===== config.mk =====
export PLATFORM = sky130hd
export DESIGN_NAME = lsu_mem_initiator
export DESIGN_NICKNAME = d
export VERILOG_FILES = /design/src/rtl/lsu_pkg.sv /design/src/rtl/lsu_align.sv /design/src/rtl/lsu_mem_initiator.sv
export SDC_FILE = /design/constraint.sdc
export NUM_CORES = 1
export LEC_CHECK = 0
export CAP_MARGIN = 20
export CELL_PAD_IN_SITES_DETAIL_PLACEMENT = 1
export CELL_PAD_IN_SITES_GLOBAL_PLACEMENT = 2
export CORE_MARGIN = 3
export CORE_UTILIZATION = 24
export DETAILED_ROUTE_END_ITERATION = 16
export PLACE_DENSITY_LB_ADDON = 0.1
export SYNTH_ARGS = -nofsm -noshare
export SYNTH_HDL_FRONTEND = slang
export SYNTH_HIERARCHICAL = 1
export SYNTH_SLANG_ARGS = --single-unit
export TNS_END_PERCENT = 50

===== constraint.sdc =====
create_clock -name clk -period 2.6 [get_ports clk]
set_clock_uncertainty 0.05 [all_clocks]
set_input_delay 0.52 -clock clk [delete_from_list [all_inputs] [get_ports clk]]
set_output_delay 0.52 -clock clk [all_outputs]
set_load 0.05 [all_outputs]

===== src/rtl/lsu_pkg.sv =====
// Shared load/store format codes, response codes and LSU FSM encoding.
package lsu_pkg;

    localparam logic [2:0] LF_LB  = 3'b000;
    localparam logic [2:0] LF_LH  = 3'b001;
    localparam logic [2:0] LF_LW  = 3'b010;
    localparam logic [2:0] LF_LD  = 3'b011;
    localparam logic [2:0] LF_LBU = 3'b100;
    localparam logic [2:0] LF_LHU = 3'b101;
    localparam logic [2:0] LF_LWU = 3'b110;
    localparam logic [2:0] LF_RSV = 3'b111;

    localparam logic [1:0] SF_SB = 2'b00;
    localparam logic [1:0] SF_SH = 2'b01;
    localparam logic [1:0] SF_SW = 2'b10;
    localparam logic [1:0] SF_SD = 2'b11;

    localparam logic [1:0] RESP_OK    = 2'b00;
    localparam logic [1:0] RESP_MISAL = 2'b01;
    localparam logic [1:0] RESP_TMO   = 2'b10;
    localparam logic [1:0] RESP_ILL   = 2'b11;

    typedef enum logic [1:0] {
        ST_IDLE = 2'd0,
        ST_REQ  = 2'd1,
        ST_DONE = 2'd2
    } lsu_state_e;

    // Byte-lane mask for an access size (0=byte .. 3=dword).
    function automatic logic [7:0] size_mask(input logic [1:0] sz);
        case (sz)
            2'd0:    size_mask = 8'h01;
            2'd1:    size_mask = 8'h03;
            2'd2:    size_mask = 8'h0F;
            default: size_mask = 8'hFF;
        endcase
    endfunction

endpackage


===== src/rtl/lsu_align.sv =====
// Lane steering for one access: fmt = {unsigned, size[1:0]}, off = byte offset in the doubleword.
module lsu_align
    import lsu_pkg::*;
#(
    parameter int XLEN = 64
) (
    input  logic [2:0]      fmt,
    input  logic [2:0]      off,
    input  logic [XLEN-1:0] store_data,
    input  logic [XLEN-1:0] mem_rdata,
    output logic [7:0]      be,
    output logic [XLEN-1:0] wdata,
    output logic [XLEN-1:0] load_data,
    output logic            misaligned
);

    logic [XLEN-1:0] raw;

    always_comb begin
        raw   = mem_rdata >> {off, 3'b000};
        be    = size_mask(fmt[1:0]) << off;
        wdata = store_data << {off, 3'b000};

        case (fmt[1:0])
            2'd0: load_data = fmt[2] ? {{(XLEN-8){1'b0}}, raw[7:0]}
                                     : {{(XLEN-8){raw[7]}}, raw[7:0]};
            2'd1: load_data = fmt[2] ? {{(XLEN-16){1'b0}}, raw[15:0]}
                                     : {{(XLEN-16){raw[15]}}, raw[15:0]};
            2'd2: load_data = fmt[2] ? {{(XLEN-32){1'b0}}, raw[31:0]}
                                     : {{(XLEN-32){raw[31]}}, raw[31:0]};
            default: load_data = raw;
        endcase

        case (fmt[1:0])
            2'd0:    misaligned = 1'b0;
            2'd1:    misaligned = off[0];
            2'd2:    misaligned = |off[1:0];
            default: misaligned = |off;
        endcase
    end

endmodule


===== src/rtl/lsu_mem_initiator.sv =====
// MEM-stage load/store initiator: one op at a time, IDLE -> REQ -> DONE, with timeout
// and misaligned/illegal detection before any bus access is made.
module lsu_mem_initiator
    import lsu_pkg::*;
#(
    parameter int XLEN    = 64,
    parameter int ADDR_W  = 64,
    parameter int TIMEOUT = 16
) (
    input  logic              clk,
    input  logic              rst,
    input  logic              in_valid,
    output logic              in_ready,
    input  logic              in_load,
    input  logic              in_store,
    input  logic [2:0]        load_format,
    input  logic [1:0]        store_format,
    input  logic [ADDR_W-1:0] addr,
    input  logic [XLEN-1:0]   store_data,
    output logic              mem_req,
    output logic              mem_we,
    output logic [ADDR_W-1:0] mem_addr,
    output logic [7:0]        mem_be,
    output logic [XLEN-1:0]   mem_wdata,
    input  logic              mem_ack,
    input  logic [XLEN-1:0]   mem_rdata,
    output logic              out_valid,
    output logic [XLEN-1:0]   load_data,
    output logic [1:0]        resp_err,
    output logic              stall
);

    localparam int CNT_W = (TIMEOUT > 1) ? $clog2(TIMEOUT) : 1;
    localparam logic [CNT_W-1:0] TMO_LAST = CNT_W'(TIMEOUT - 1);

    lsu_state_e        state_q, state_d;
    logic [CNT_W-1:0]  cnt_q, cnt_d;
    logic [2:0]        fmt_q, fmt_d;
    logic [2:0]        off_q, off_d;
    logic              load_q, load_d;
    logic              we_q, we_d;
    logic [ADDR_W-1:0] addr_q, addr_d;
    logic [7:0]        be_q, be_d;
    logic [XLEN-1:0]   wdata_q, wdata_d;
    logic [XLEN-1:0]   ldata_q, ldata_d;
    logic [1:0]        err_q, err_d;

    logic            idle;
    logic            illegal;
    logic [2:0]      op_fmt;
    logic [2:0]      a_fmt, a_off;
    logic [7:0]      a_be;
    logic [XLEN-1:0] a_wdata, a_load;
    logic            a_mis;

    assign idle    = (state_q == ST_IDLE);
    assign op_fmt  = in_load ? load_format : {1'b0, store_format};
    assign illegal = (in_load == in_store) | (in_load & (load_format == LF_RSV));

    // In IDLE the aligner sees the incoming op; afterwards it sees the captured op
    // so load extraction uses the format/offset of the access in flight.
    assign a_fmt = idle ? op_fmt    : fmt_q;
    assign a_off = idle ? addr[2:0] : off_q;

    lsu_align #(.XLEN(XLEN)) u_align (
        .fmt        (a_fmt),
        .off        (a_off),
        .store_data (store_data),
        .mem_rdata  (mem_rdata),
        .be         (a_be),
        .wdata      (a_wdata),
        .load_data  (a_load),
        .misaligned (a_mis)
    );

    always_comb begin
        state_d = state_q;
        cnt_d   = cnt_q;
        fmt_d   = fmt_q;
        off_d   = off_q;
        load_d  = load_q;
        we_d    = we_q;
        addr_d  = addr_q;
        be_d    = be_q;
        wdata_d = wdata_q;
        ldata_d = ldata_q;
        err_d   = err_q;

        case (state_q)
            ST_IDLE: begin
                if (in_valid) begin
                    fmt_d   = op_fmt;
                    off_d   = addr[2:0];
                    load_d  = in_load;
                    we_d    = in_store;
                    addr_d  = {addr[ADDR_W-1:3], 3'b000};
                    be_d    = a_be;
                    wdata_d = a_wdata;
                    ldata_d = '0;
                    cnt_d   = '0;
                    if (illegal) begin
                        state_d = ST_DONE;
                        err_d   = RESP_ILL;
                    end else if (a_mis) begin
                        state_d = ST_DONE;
                        err_d   = RESP_MISAL;
                    end else begin
                        state_d = ST_REQ;
                        err_d   = RESP_OK;
                    end
                end
            end
            ST_REQ: begin
                cnt_d = cnt_q + CNT_W'(1);
                // An ack on the last allowed cycle wins over the timeout.
                if (mem_ack) begin
                    state_d = ST_DONE;
                    err_d   = RESP_OK;
                    if (load_q) ldata_d = a_load;
                end else if (cnt_q == TMO_LAST) begin
                    state_d = ST_DONE;
                    err_d   = RESP_TMO;
                end
            end
            ST_DONE: state_d = ST_IDLE;
            default: state_d = ST_IDLE;
        endcase
    end

    always_ff @(posedge clk) begin
        if (rst) begin
            state_q <= ST_IDLE;
            cnt_q   <= '0;
            fmt_q   <= '0;
            off_q   <= '0;
            load_q  <= 1'b0;
            we_q    <= 1'b0;
            addr_q  <= '0;
            be_q    <= '0;
            wdata_q <= '0;
            ldata_q <= '0;
            err_q   <= RESP_OK;
        end else begin
            state_q <= state_d;
            cnt_q   <= cnt_d;
            fmt_q   <= fmt_d;
            off_q   <= off_d;
            load_q  <= load_d;
            we_q    <= we_d;
            addr_q  <= addr_d;
            be_q    <= be_d;
            wdata_q <= wdata_d;
            ldata_q <= ldata_d;
            err_q   <= err_d;
        end
    end

    assign in_ready  = idle;
    assign mem_req   = (state_q == ST_REQ);
    assign mem_we    = we_q;
    assign mem_addr  = addr_q;
    assign mem_be    = be_q;
    assign mem_wdata = wdata_q;
    assign out_valid = (state_q == ST_DONE);
    assign load_data = ldata_q;
    assign resp_err  = err_q;
    assign stall     = (in_valid & ~in_ready) | ~idle;

endmodule


== Word level (Yosys, flattened, before mapping) ==
Cells that the tools add are included.
W data, S select, Z words.

* Shift-type cells: 3
* Equal/unequal tests: 11
* Muxes and demuxes: 26
* Add/sub/neg operators: 1
* Bitwise gates (word level): 5
* Reductions and logical operators: 10

{| class="wikitable"
|+ Operators by type and width
! kind !! count
|-
| $mux W64 || 6
|-
| $pmux W64 S3 || 1
|-
| $pmux W64 S2 || 1
|-
| $shl A64 B6 Y64 || 1
|-
| $shr A64 B6 Y64 || 1
|-
| $pmux W8 S3 || 1
|-
| $mux W2 || 8
|-
| $mux W3 || 3
|-
| $pmux W2 S2 || 2
|-
| $pmux W4 S2 || 1
|-
| $shl A8 B3 Y8 || 1
|-
| $reduce_and A2 Y1 || 3
|-
| $add A4 B1 Y4 const B || 1
|-
| $eq A2 B1 Y1 const B || 2
|-
| $eq A2 B2 Y1 const B || 2
|-
| $eq A4 B4 Y1 const B || 1
|-
| $logic_not A2 Y1 || 2
|-
| $mux W4 || 1
|-
| $ne A2 B1 Y1 const B || 2
|-
| $reduce_and A4 Y1 || 1
|-
| $eq A3 B3 Y1 const B || 1
|-
| $ne A3 B1 Y1 const B || 1
|-
| $pmux W1 S3 || 1
|-
| $reduce_and A3 Y1 || 1
|-
| other kinds (9) || 11
|}

* Bits in registers: 213
* Word-level logic and storage cells: 67
* Output and inout port bits: 207

== Logic depth before layout (Yosys ltp) ==
Gate-level depths: netlist (run 1).

* Depth in word-level cells: 8
* Gate-level depth with buffers: 14

== By module ==
The synthesis (run 1) kept the hierarchy.

{| class="wikitable"
|+ By module, submodules not included
! module !! sequential area each (µm²) !! cells each !! times used !! area each (µm²)
|-
| lsu_mem_initiator || 4264.1 || 964 || 1 || 8257.9
|-
| lsu_align || 0.0 || 583 || 1 || 4500.6
|}

== Least setup slack after synthesis (run 1) ==
No wires, ideal clock.

* Kind: flip-flop to flip-flop
* Start: register state_q[0]
* End: register state_q[1]
* Period minus slack after synthesis: 3.036 ns
* Arrival time: 2.900 ns
* Setup time: 0.086 ns
* Cell stages (with the launch flop): 14
* Slack: -0.436 ns
* Required time: 2.464 ns
* Cells stage by stage: dfxtp_1 -> buf_4 -> or2_1 -> inv_2 -> mux2_2 -> buf_2 -> buf_4 -> buf_4 -> buf_2 -> a21oi_1 -> o21ai_0 -> inv_1 -> o311a_1 -> a211oi_1

* Cells in the longest elaborated chain, start to end: 8
* Elaborated cells between the ends (all ways): 17
* Those cells by class: 5 x eq/ne; 7 x mux; 5 x reduce/logical

{| class="wikitable"
|+ Ends and longest elaborated chain
! what !! RTL line !! source
|-
| start: declaration || lsu_mem_initiator.sv:36 || <nowiki>lsu_state_e state_q, state_d;</nowiki>
|-
| start signal: assignment || lsu_mem_initiator.sv:144 || <nowiki>state_q <= state_d;</nowiki>
|-
| $logic_not A2 Y1 || lsu_mem_initiator.sv:56 || <nowiki>assign idle = (state_q == ST_IDLE);</nowiki>
|-
| named net in_ready || lsu_mem_initiator.sv:13 || <nowiki>output logic in_ready,</nowiki>
|-
| $mux W3 || lsu_mem_initiator.sv:63 || <nowiki>assign a_off = idle ? addr[2:0] : off_q;</nowiki>
|-
| named net a_off[2] || lsu_mem_initiator.sv:51 || <nowiki>logic [2:0] a_fmt, a_off;</nowiki>
|-
| $reduce_or A3 Y1 || lsu_align.sv:38 || <nowiki>default: misaligned = |off;</nowiki>
|-
| $pmux W1 S3 || lsu_align.sv:34 || <nowiki>case (fmt[1:0])</nowiki>
|-
| named net a_mis || lsu_mem_initiator.sv:54 || <nowiki>logic a_mis;</nowiki>
|-
| $mux W2 || lsu_mem_initiator.sv:104 || <nowiki>end else if (a_mis) begin</nowiki>
|-
| $mux W2 || lsu_mem_initiator.sv:101 || <nowiki>if (illegal) begin</nowiki>
|-
| $mux W2 || lsu_mem_initiator.sv:91 || <nowiki>if (in_valid) begin</nowiki>
|-
| $pmux W2 S2 || lsu_mem_initiator.sv:89 || <nowiki>case (state_q)</nowiki>
|}

The timed path passes the listed nets, and every way through them passes these cells. The select of a mux whose other input is x is not followed.
A chain may end at the register's enable or synchronous reset.

== Final worst setup path (run 1) ==
* Start: register state_q[0]
* End: register ldata_q[13], in the netlist load_data[13]

* Cells in the longest elaborated chain, start to end: 8
* Elaborated cells between the ends (all ways): 20
* Those cells by class: 6 x eq/ne; 1 x shift; 9 x mux; 4 x reduce/logical

{| class="wikitable"
|+ Ends and longest elaborated chain
! what !! RTL line !! source
|-
| $logic_not A2 Y1 (*) || lsu_mem_initiator.sv:56 ||
|-
| $mux W3 (*) || lsu_mem_initiator.sv:63 ||
|-
| named net a_off[1] || lsu_mem_initiator.sv:51 ||
|-
| $shr A64 B6 Y64 (*) || lsu_align.sv:20 || <nowiki>raw = mem_rdata >> {off, 3'b000};</nowiki>
|-
| $mux W64, on equally long branches || lsu_align.sv:29, lsu_align.sv:25, lsu_align.sv:27 ||
|-
| $pmux W64 S3 (*) || lsu_align.sv:24 || <nowiki>case (fmt[1:0])</nowiki>
|-
| named net a_load[13] || lsu_mem_initiator.sv:53 || <nowiki>logic [XLEN-1:0] a_wdata, a_load;</nowiki>
|-
| $mux W64 (*) || lsu_mem_initiator.sv:119 || <nowiki>if (load_q) ldata_d = a_load;</nowiki>
|-
| $mux W64 (*) || lsu_mem_initiator.sv:116 || <nowiki>if (mem_ack) begin</nowiki>
|-
| $pmux W64 S2 (*) || lsu_mem_initiator.sv:89 ||
|-
| end signal: assignment || lsu_mem_initiator.sv:153 || <nowiki>ldata_q <= ldata_d;</nowiki>
|-
| end: declaration || lsu_mem_initiator.sv:45 || <nowiki>logic [XLEN-1:0] ldata_q, ldata_d;</nowiki>
|}

The timed path passes the listed nets; every way through them passes the cells marked *. The select of a mux whose other input is x is not followed.

==> report_table.html, run 1 <==
<table>
<tr><th>Metric</th><th>Value</th></tr>
<tr><th colspan="2">CTS</th></tr>
<tr><td>Clock buffers created by TritonCTS</td><td>29</td></tr>
<tr><td>TritonCTS clock tree</td><td>yes</td></tr>
<tr><td>CTS sink cnt</td><td>around 210</td></tr>
<tr><td>Insertion delay to the later sink of the worst-skew pair</td><td>about 0.57 ns</td></tr>
<tr><td>Clock-pin slew of the registers on the worst-case setup and hold paths</td><td>0.06 ns</td></tr>
<tr><td>CTS Buffer Depth</td><td>3</td></tr>
<tr><td>Maximum level of the CTS H-tree</td><td>1</td></tr>
<tr><td>CTS root buf</td><td>clkbuf_16</td></tr>
<tr><td>Number of buffers inserted by hold repair at cts</td><td>0</td></tr>
<tr><th colspan="2">Pwr</th></tr>
<tr><td>Tot Pwr</td><td>12.9 mW</td></tr>
<tr><td>Pwr per Cell Area</td><td>666 mW/mm^2</td></tr>
<tr><td>Static power due to leakage</td><td>7.51 nW</td></tr>
<tr><td>Worst voltage drop across the vdd grid</td><td>0.470 mV</td></tr>
<tr><th colspan="2">Setup path</th></tr>
<tr><td>Critical path required time</td><td>3.04 ns</td></tr>
<tr><td>Count of buffering cells on the critical path with inverters included</td><td>4</td></tr>
<tr><td>Arrival time worst endpoint</td><td>~3.0 ns</td></tr>
<tr><td>Gate family responsible for the most delay along the worst path</td><td>multiplexers</td></tr>
<tr><td>Chain of cells forming the critical path</td><td>or2_4 &gt; clkinv_8 &gt; mux2_8 &gt; buf_4 &gt; mux2i_1 &gt; a22oi_2 &gt; nand4_1 &gt; buf_6 &gt; clkbuf_16 &gt; o21ai_1 &gt; nand2_1 &gt; mux2i_1</td></tr>
<tr><td>Top cell by count, worst path</td><td>mux2i_1</td></tr>
<tr><td>Kind of end point of the critical path</td><td>flip-flop</td></tr>
<tr><td>Largest fanout on the critical path</td><td>14</td></tr>
<tr><td>Startpoint types</td><td>flip-flop</td></tr>
<tr><td>Category of the critical setup timing path</td><td>flip-flop to flip-flop</td></tr>
<tr><td>Number of cells traversed by the worst register-to-register path</td><td>12</td></tr>
<tr><td>Slowest cell on the critical path</td><td>mux2_8</td></tr>
<tr><td>Delay of the slowest cell on the worst path</td><td>0.41 ns</td></tr>
<tr><td>Total stage count of the critical path</td><td>12</td></tr>
<tr><th colspan="2">Route</th></tr>
<tr><td>Number of vias in the routed layout</td><td>12900</td></tr>
<tr><td>Post-detailed-route DRC marker count</td><td>0</td></tr>
<tr><td>Number of detailed-route iterations in the first pass</td><td>4</td></tr>
<tr><td>Total Routed Length</td><td>between 50000 and 60000 um</td></tr>
<tr><td>Wire length per cell after detailed routing</td><td>21.6 um</td></tr>
<tr><td>Number of nets with antenna violations after detailed routing</td><td>0</td></tr>
<tr><td>1st-iter DRT viols</td><td>551</td></tr>
<tr><td>Post-DR vias/cell</td><td>~4.8</td></tr>
<tr><th colspan="2">Timing</th></tr>
<tr><td>Setup TNS</td><td>0 ns</td></tr>
<tr><td>Slew headroom</td><td>0.560</td></tr>
<tr><td>Worst slack on hold paths</td><td>0.327 ns</td></tr>
<tr><td>Number of endpoints failing setup at the final stage</td><td>0</td></tr>
<tr><td>FMAX</td><td>396 MHz</td></tr>
<tr><td>Shortest period the worst path allows</td><td>~2.5 ns</td></tr>
<tr><td>Max Slew Vio Count</td><td>0</td></tr>
<tr><td>Actual slew at the worst max-slew pin</td><td>0.658 ns</td></tr>
<tr><td>Number of hold violations in the final report</td><td>0</td></tr>
<tr><td>Final Cycle Share</td><td>0.970</td></tr>
<tr><th colspan="2">Global route</th></tr>
<tr><td>First-pass GRT wire length</td><td>85400 um</td></tr>
<tr><td>Maximum number of pins on one net before global-route repair</td><td>89</td></tr>
<tr><td>Number of antenna violations at the first check in global routing</td><td>6</td></tr>
<tr><td>GR Util All Layers</td><td>0.195</td></tr>
<tr><td>Via count of the first global-routing pass</td><td>13700</td></tr>
<tr><td>Grt total ovfl</td><td>0</td></tr>
<tr><th colspan="2">Finish</th></tr>
<tr><td>Final core utilization</td><td>0.373</td></tr>
<tr><td>Final Instance Area</td><td>~0.019 mm^2</td></tr>
<tr><td>Most used cells in the layout excluding fill and tap cells</td><td>clkdlybuf4s50_1 (401), nand2_1 (399), dfxtp_1 (212)</td></tr>
<tr><td>Proportion of layout cells with a drive suffix above 1</td><td>0.144</td></tr>
<tr><td>Filler cell count in the final layout</td><td>6118</td></tr>
<tr><td>Final-stage net count</td><td>2198</td></tr>
<tr><td>Synthesis-to-layout area growth</td><td>51.7%</td></tr>
<tr><td>Most frequent standard cell in the layout excluding fill and tap cells</td><td>clkdlybuf4s50_1</td></tr>
<tr><th colspan="2">Floorplan</th></tr>
<tr><td>IO Pins</td><td>410</td></tr>
<tr><td>Core ar.</td><td>approximately 0.052 mm^2</td></tr>
<tr><td>DIE WIDTH</td><td>237 um</td></tr>
<tr><td>Die outline height</td><td>237 um</td></tr>
<tr><td>Row count</td><td>between 80 and 90</td></tr>
<tr><td>Starting Density</td><td>0.246</td></tr>
<tr><td>Die Area</td><td>0.0560 mm^2</td></tr>
<tr><th colspan="2">Synth</th></tr>
<tr><td>Distinct cell type count of the synthesized netlist</td><td>60</td></tr>
<tr><td>Post-synth EDFFs</td><td>0</td></tr>
<tr><td>Synth warnings</td><td>6</td></tr>
<tr><td>Share of synthesized area occupied by flip-flops and latches</td><td>0.334</td></tr>
<tr><td>Cell count after synthesis</td><td>between 1500 and 2000</td></tr>
<tr><td>#FFs+latches synth</td><td>213</td></tr>
<tr><td>Most common flop cell mapped by yosys</td><td>dfxtp_1</td></tr>
<tr><td>Avg Synthesized Cell Area</td><td>8.25 um^2</td></tr>
<tr><td>Post-synthesis cell area</td><td>0.0128 mm^2</td></tr>
<tr><td>Async SR Flop Fraction</td><td>0</td></tr>
<tr><th colspan="2">Placement</th></tr>
<tr><td>Placement Cell Area</td><td>0.0182 mm^2</td></tr>
<tr><td>Gp weighted congestion</td><td>0.837</td></tr>
<tr><td>Detailed Place HPWL</td><td>43400 um</td></tr>
<tr><td>Buffers on Ports</td><td>406</td></tr>
<tr><th colspan="2">Status</th></tr>
<tr><td>Run status</td><td>finished clean</td></tr>
<tr><th colspan="2">Min path</th></tr>
<tr><td>Type of the worst min-delay path</td><td>input port to flip-flop</td></tr>
<tr><td>WHS Path Cells</td><td>2</td></tr>
<tr><th colspan="2">Run</th></tr>
<tr><td>Maximum capacitance violations</td><td>0</td></tr>
</table>
==> cells by family (layout without fill, tap and decap cells) <==
kind of cell / Yosys count / after routing / synth area share
AO/OA/AOI/OAI: 297 / 297 / 0.137
XOR/XNOR: 1 / 1 / 0.000687
other: 1 / 6 / 0.000294
flip-flops: 213 / 213 / 0.334
multiplexers: 251 / 253 / 0.222
AND/OR/NAND/NOR: 625 / 625 / 0.216
buffers and inverters: 158 / 624 / 0.0879
adder cells (fa/ha/maj): 1 / 1 / 0.000981
==> cell type report <==
| cell class | count | area (um^2) | share of cell area |
|---|---|---|---|
| repair buffers | 562 | 5670 | 0.293 |
| clock buffers | 45 | 876 | 0.0453 |
| clock inverters | 9 | 108 | 0.00556 |
| flip-flops and latches | 213 | 4270 | 0.220 |
| inverters | 8 | 42.5 | 0.00220 |
| diodes | 3 | 7.51 | 0.000388 |
| well taps | 680 | 851 | 0.0440 |
| multi-input cells | 1180 | 7530 | 0.389 |
==> synth_stat cells (all sizes together), types with 2 or more instances <==
library cell	instances	area share
a211oi	8	0.0047
nand2b	71	0.035
nor2	69	0.020
and3	2	0.00098
or2	2	0.00098
nand3	17	0.0067
nand4	27	0.014
nor2b	17	0.0083
dfxtp	213	0.33
o31ai	2	0.0023
mux2	37	0.033
and2	8	0.0039
mux4	22	0.039
o2bb2ai	10	0.0069
a22oi	4	0.0031
mux2i	192	0.15
o22a	9	0.0062
nor3	3	0.0021
buf	119	0.076
a2bb2oi	7	0.0048
a21o	3	0.0018
o2111ai	8	0.0055
nor3b	6	0.0047
a21oi	167	0.066
inv	7	0.0021
o211ai	8	0.0047
o22ai	16	0.0078
o21ai	46	0.018
clkbuf	31	0.0092
nand2	399	0.12
==> per-layer routing <==
metal  track usage  vias up  share of wire
met2         0.361      251           0.51
met4        0.0410        8          0.022
met3        0.0510       69          0.056
met1         0.226     6299           0.41
met5             0        -        0.00093
li1              -     6237              -
==> power by group <==
group	switching (mW)	leakage (nW)	internal [mW]	total (mW)
sequential	0.118	1.74	3.48	3.60
clock	1.64	0.480	2.50	4.14
combinational	2.93	5.29	2.20	5.13
==> path summary, 6_finish.rpt <==
| kind | startpoint | endpoint | slack (ns) |
|---|---|---|---|
| worst max-delay path | state_q[0]$_SDFFE_PP0P_ | load_data[13]$_SDFFE_PP0P_ | 0.08 |
| worst min-delay path | rst | cnt_q[1]$_SDFFE_PP0P_ | 0.33 |
| worst max register to register | state_q[0]$_SDFFE_PP0P_ | load_data[13]$_SDFFE_PP0P_ | 0.08 |
| worst min register to register | mem_addr[21]$_SDFFE_PP0P_ | mem_addr[21]$_SDFFE_PP0P_ | 0.40 |
==> flip-flops by register name, summed over array words and instances (netlist names) <==
signal / cells
load_data: 64
mem_be: 8
mem_we: 1
off_q: 3
mem_addr: 61
state_q: 2
load_q: 1
mem_wdata: 64
resp_err: 2
cnt_q: 4
fmt_q: 3
==> metrics by stage <==
step	cells	setup slack (ns)
3_3_place_gp	2633	-0.241
2_1_floorplan	1549	0.000478
6_report	2700	0.0776
4_1_cts	2687	0.0169
3_5_place_dp	2633	-0.263
5_1_grt	2698	-0.0162
==> worst reg2reg max path: stages (launching register included) <==
cell and delay, ns:
dfxtp_2 0.32, or2_4 0.29, clkinv_8 0.09, mux2_8 0.41, buf_4 0.16, mux2i_1 0.12
a22oi_2 0.15, nand4_1 0.18, buf_6 0.20, clkbuf_16 0.19, o21ai_1 0.09, nand2_1 0.06
mux2i_1 0.14
==> repair_timing <==
action                                  4_1_cts  5_1_grt
endpoints found under the setup margin        0       57
buffers inserted                              0        5
gates resized for setup                       0       15
No activity file was read; power rests on OpenSTA's default activity.
==> run 2: changes to the inputs <==
--- a/config.mk
+++ b/config.mk
@@ -8,8 +8,10 @@
 export CAP_MARGIN = 20
 export CELL_PAD_IN_SITES_DETAIL_PLACEMENT = 1
 export CELL_PAD_IN_SITES_GLOBAL_PLACEMENT = 2
+export CORE_ASPECT_RATIO = 1.5
 export CORE_MARGIN = 3
 export CORE_UTILIZATION = 24
+export CTS_CLUSTER_DIAMETER = 150
 export DETAILED_ROUTE_END_ITERATION = 16
 export PLACE_DENSITY_LB_ADDON = 0.1
 export SYNTH_ARGS = -nofsm -noshare
==> run 2 against run 1 <==
Register-to-register slack lost 0.05 ns. Routed wire length up 1.4%. Total power fell by 2.6%. Final cell count is 0.63% lower.
==> report_table.html, run 2 (synthesis gave the netlist of run 1 again) <==
<table>
<tr><th>Metric</th><th>Value</th></tr>
<tr><th colspan="2">Placement</th></tr>
<tr><td>Gp weighted congestion</td><td>0.873 (+4.3%)</td></tr>
<tr><td>Inst Count DP</td><td>2623 (-0.38%)</td></tr>
<tr><td>Placement Cell Area</td><td>0.0180 mm^2 (-0.87%)</td></tr>
<tr><td>Buffers on Ports</td><td>406 (unchanged)</td></tr>
<tr><td>Detailed Place HPWL</td><td>43800 um (+0.99%)</td></tr>
<tr><td>DP Worst Slack</td><td>-0.405 ns (-0.142 ns)</td></tr>
<tr><th colspan="2">Timing</th></tr>
<tr><td>Slack of the critical path</td><td>0.0229 ns (-0.0547 ns)</td></tr>
<tr><td>Max Slew Vio Count</td><td>0 (unchanged)</td></tr>
<tr><td>Slew headroom</td><td>0.494 (-0.0664)</td></tr>
<tr><td>RSZ-0062 raised after global routing</td><td>true</td></tr>
<tr><td>Number of endpoints failing setup at the final stage</td><td>0 (unchanged)</td></tr>
<tr><td>FMAX</td><td>388 MHz (-2.1%)</td></tr>
<tr><td>Number of hold violations in the final report</td><td>0 (unchanged)</td></tr>
<tr><td>Setup TNS</td><td>0 ns (unchanged)</td></tr>
<tr><td>Final Cycle Share</td><td>0.991 (+0.0210)</td></tr>
<tr><td>Shortest period the worst path allows</td><td>2.58 ns (+0.0547 ns)</td></tr>
<tr><td>Actual slew at the worst max-slew pin</td><td>0.759 ns (+0.102 ns)</td></tr>
<tr><th colspan="2">Finish</th></tr>
<tr><td>Synthesis-to-layout area growth</td><td>50.6%</td></tr>
<tr><td>Final core utilization</td><td>0.369 (-0.00351)</td></tr>
<tr><td>Final-stage net count</td><td>2194 (-0.18%)</td></tr>
<tr><td>Final Instance Area</td><td>0.0192 mm^2 (-0.67%)</td></tr>
<tr><td>Most frequent standard cell in the layout excluding fill and tap cells</td><td>nand2_1</td></tr>
<tr><td>Number of non-filler instances in the completed layout</td><td>2683 (-0.63%)</td></tr>
<tr><td>Most used cells in the layout excluding fill and tap cells</td><td>nand2_1 (399), clkdlybuf4s50_1 (398), dfxtp_1 (211)</td></tr>
<tr><td>Proportion of layout cells with a drive suffix above 1</td><td>0.149 (+0.00428)</td></tr>
<tr><th colspan="2">Floorplan</th></tr>
<tr><td>Die outline height</td><td>288 um (+22%)</td></tr>
<tr><td>Core ar.</td><td>0.0521 mm^2 (+0.28%)</td></tr>
<tr><td>Starting Density</td><td>0.245 (-0.000685)</td></tr>
<tr><td>Row count</td><td>102 (+23%)</td></tr>
<tr><td>Die Area</td><td>0.0560 mm^2 (+0.10%)</td></tr>
<tr><td>DIE WIDTH</td><td>194 um (-18%)</td></tr>
<tr><td>IO Pins</td><td>410 (unchanged)</td></tr>
<tr><th colspan="2">CTS</th></tr>
<tr><td>Number of buffers inserted by hold repair at cts</td><td>0 (unchanged)</td></tr>
<tr><td>CTS root buf</td><td>clkbuf_16</td></tr>
<tr><td>Clock buffers created by TritonCTS</td><td>26 (-10%)</td></tr>
<tr><td>Maximum level of the CTS H-tree</td><td>1 (unchanged)</td></tr>
<tr><td>Clock-pin slew of the registers on the worst-case setup and hold paths</td><td>0.06 ns (about the same)</td></tr>
<tr><td>CTS Buffer Depth</td><td>3 (unchanged)</td></tr>
<tr><td>CTS sink cnt</td><td>213 (unchanged)</td></tr>
<tr><td>Insertion delay to the later sink of the worst-skew pair</td><td>0.56 ns (about the same)</td></tr>
<tr><td>TritonCTS clock tree</td><td>yes</td></tr>
<tr><th colspan="2">Setup path</th></tr>
<tr><td>Startpoint types</td><td>flip-flop</td></tr>
<tr><td>Number of cells traversed by the worst register-to-register path</td><td>12 (unchanged)</td></tr>
<tr><td>Critical path required time</td><td>3.05 ns (about the same)</td></tr>
<tr><td>Slowest cell on the critical path</td><td>mux2_8</td></tr>
<tr><td>Gate family responsible for the most delay along the worst path</td><td>multiplexers</td></tr>
<tr><td>Total stage count of the critical path</td><td>12 (unchanged)</td></tr>
<tr><td>Minimum setup slack among reg-to-reg paths</td><td>0.02 ns (-0.05 ns)</td></tr>
<tr><td>Arrival time worst endpoint</td><td>3.02 ns (+0.05 ns)</td></tr>
<tr><td>Top cell by count, worst path</td><td>buf_4</td></tr>
<tr><td>Kind of end point of the critical path</td><td>flip-flop</td></tr>
<tr><td>Category of the critical setup timing path</td><td>flip-flop to flip-flop</td></tr>
<tr><td>Chain of cells forming the critical path</td><td>or2_4 &gt; inv_8 &gt; mux2_8 &gt; buf_4 &gt; mux2i_4 &gt; a22oi_2 &gt; nand4_1 &gt; buf_4 &gt; clkbuf_16 &gt; o2111ai_1 &gt; nand2_1 &gt; mux2i_1</td></tr>
<tr><td>Largest fanout on the critical path</td><td>24 (+10)</td></tr>
<tr><td>Count of buffering cells on the critical path with inverters included</td><td>4 (unchanged)</td></tr>
<tr><td>Delay of the slowest cell on the worst path</td><td>0.39 ns (-0.02 ns)</td></tr>
<tr><th colspan="2">Global route</th></tr>
<tr><td>Grt total ovfl</td><td>0 (unchanged)</td></tr>
<tr><td>Number of antenna violations at the first check in global routing</td><td>4 (-2)</td></tr>
<tr><td>First-pass GRT wire length</td><td>84800 um (-0.77%)</td></tr>
<tr><td>GR Util All Layers</td><td>0.196 (about the same)</td></tr>
<tr><td>Via count of the first global-routing pass</td><td>13700 (+0.48%)</td></tr>
<tr><td>Maximum number of pins on one net before global-route repair</td><td>141 (+58%)</td></tr>
<tr><th colspan="2">Min path</th></tr>
<tr><td>Type of the worst min-delay path</td><td>flip-flop to flip-flop</td></tr>
<tr><td>WHS Path Cells</td><td>2 (unchanged)</td></tr>
<tr><th colspan="2">Route</th></tr>
<tr><td>Total Routed Length</td><td>59200 um (+1.4%)</td></tr>
<tr><td>Number of vias in the routed layout</td><td>12800 (-0.21%)</td></tr>
<tr><td>1st-iter DRT viols</td><td>440 (-20%)</td></tr>
<tr><td>Wire length per cell after detailed routing</td><td>22.1 um (+2.0%)</td></tr>
<tr><td>Number of detailed-route iterations in the first pass</td><td>4 (unchanged)</td></tr>
<tr><td>Post-DR vias/cell</td><td>4.78 (+0.42%)</td></tr>
<tr><td>Number of nets with antenna violations after detailed routing</td><td>0 (unchanged)</td></tr>
<tr><td>Post-detailed-route DRC marker count</td><td>0 (unchanged)</td></tr>
<tr><th colspan="2">Run</th></tr>
<tr><td>Maximum capacitance violations</td><td>0 (unchanged)</td></tr>
<tr><th colspan="2">Status</th></tr>
<tr><td>Run status</td><td>finished clean</td></tr>
<tr><th colspan="2">Pwr</th></tr>
<tr><td>Worst voltage drop across the vdd grid</td><td>0.456 mV (-2.9%)</td></tr>
<tr><td>Static power due to leakage</td><td>7.44 nW (-0.85%)</td></tr>
<tr><td>Pwr per Cell Area</td><td>652 mW/mm^2 (-2.0%)</td></tr>
</table>
## run 2: changes by cell type in the layout (fill, tap and decap cells not counted), sizes merged
cell,change
inv,-1
clkinv,-3
clkinvlp,-2
buf,+2
diode,-2
clkdlybuf4s50,-3
clkbuf,-2
mux2,-2
## run 2: worst register-to-register path, stage by stage (launching register included)
cell       delay [ns]
dfxtp_2          0.32
or2_4            0.27
inv_8            0.08
mux2_8           0.40
buf_4            0.17
mux2i_4          0.20
a22oi_2          0.21
nand4_1          0.14
buf_4            0.19
clkbuf_16        0.20
o2111ai_1        0.10
nand2_1          0.07
mux2i_1          0.11
## run 2: layout make-up
type	instances	area, um^2
Tap cell	676	846
Clock buffer	41	777
Antenna cell	1	2.50
Inverter	8	37.5
Fill cell	6096	32900
Sequential cell	213	4270
Clock inverter	3	76.3
Multi-Input combinational cell	1178	7610
Timing Repair Buffer	563	5600
## run 2: power by group
group | internal, mW | switching [mW] | total (mW)
sequential | 3.48 | 0.116 | 3.60
combinational | 2.21 | 2.98 | 5.19
clock | 2.23 | 1.53 | 3.75
## run 2: per-stage QoR
stage               hold WS [ns]  power [mW]
finish                     0.403        12.5
global route               0.423        13.2
CTS                        0.386        12.6
detailed placement         0.396        8.69
global placement           0.390        8.66
floorplan                  0.384        6.81
## run 2: worst paths after layout
path / from / to
min: mem_addr[5]$_SDFFE_PP0P_ / mem_addr[5]$_SDFFE_PP0P_
min reg2reg: mem_addr[5]$_SDFFE_PP0P_ / mem_addr[5]$_SDFFE_PP0P_
max reg2reg: state_q[1]$_SDFFE_PP0P_ / load_data[48]$_SDFFE_PP0P_
max: state_q[1]$_SDFFE_PP0P_ / load_data[48]$_SDFFE_PP0P_
## run 2: repair_timing
| action | 4_1_cts | 5_1_grt |
|---|---|---|
| setup endpoints to repair | 2 | 54 |
| pin swaps | 0 | 6 |
| buffers inserted | 0 | 10 |
| gates cloned | 0 | 5 |
| resized for setup | 4 | 31 |
## run 2: per-layer routing
metal / vias up / track usage / wire length [um]
li1: 6190 / - / -
met1: 6227 / 0.201 / 21400
met2: 328 / 0.383 / 32100
met3: 90 / 0.0413 / 3060
met4: 2 / 0.0801 / 2600
met5: - / 0 / 13
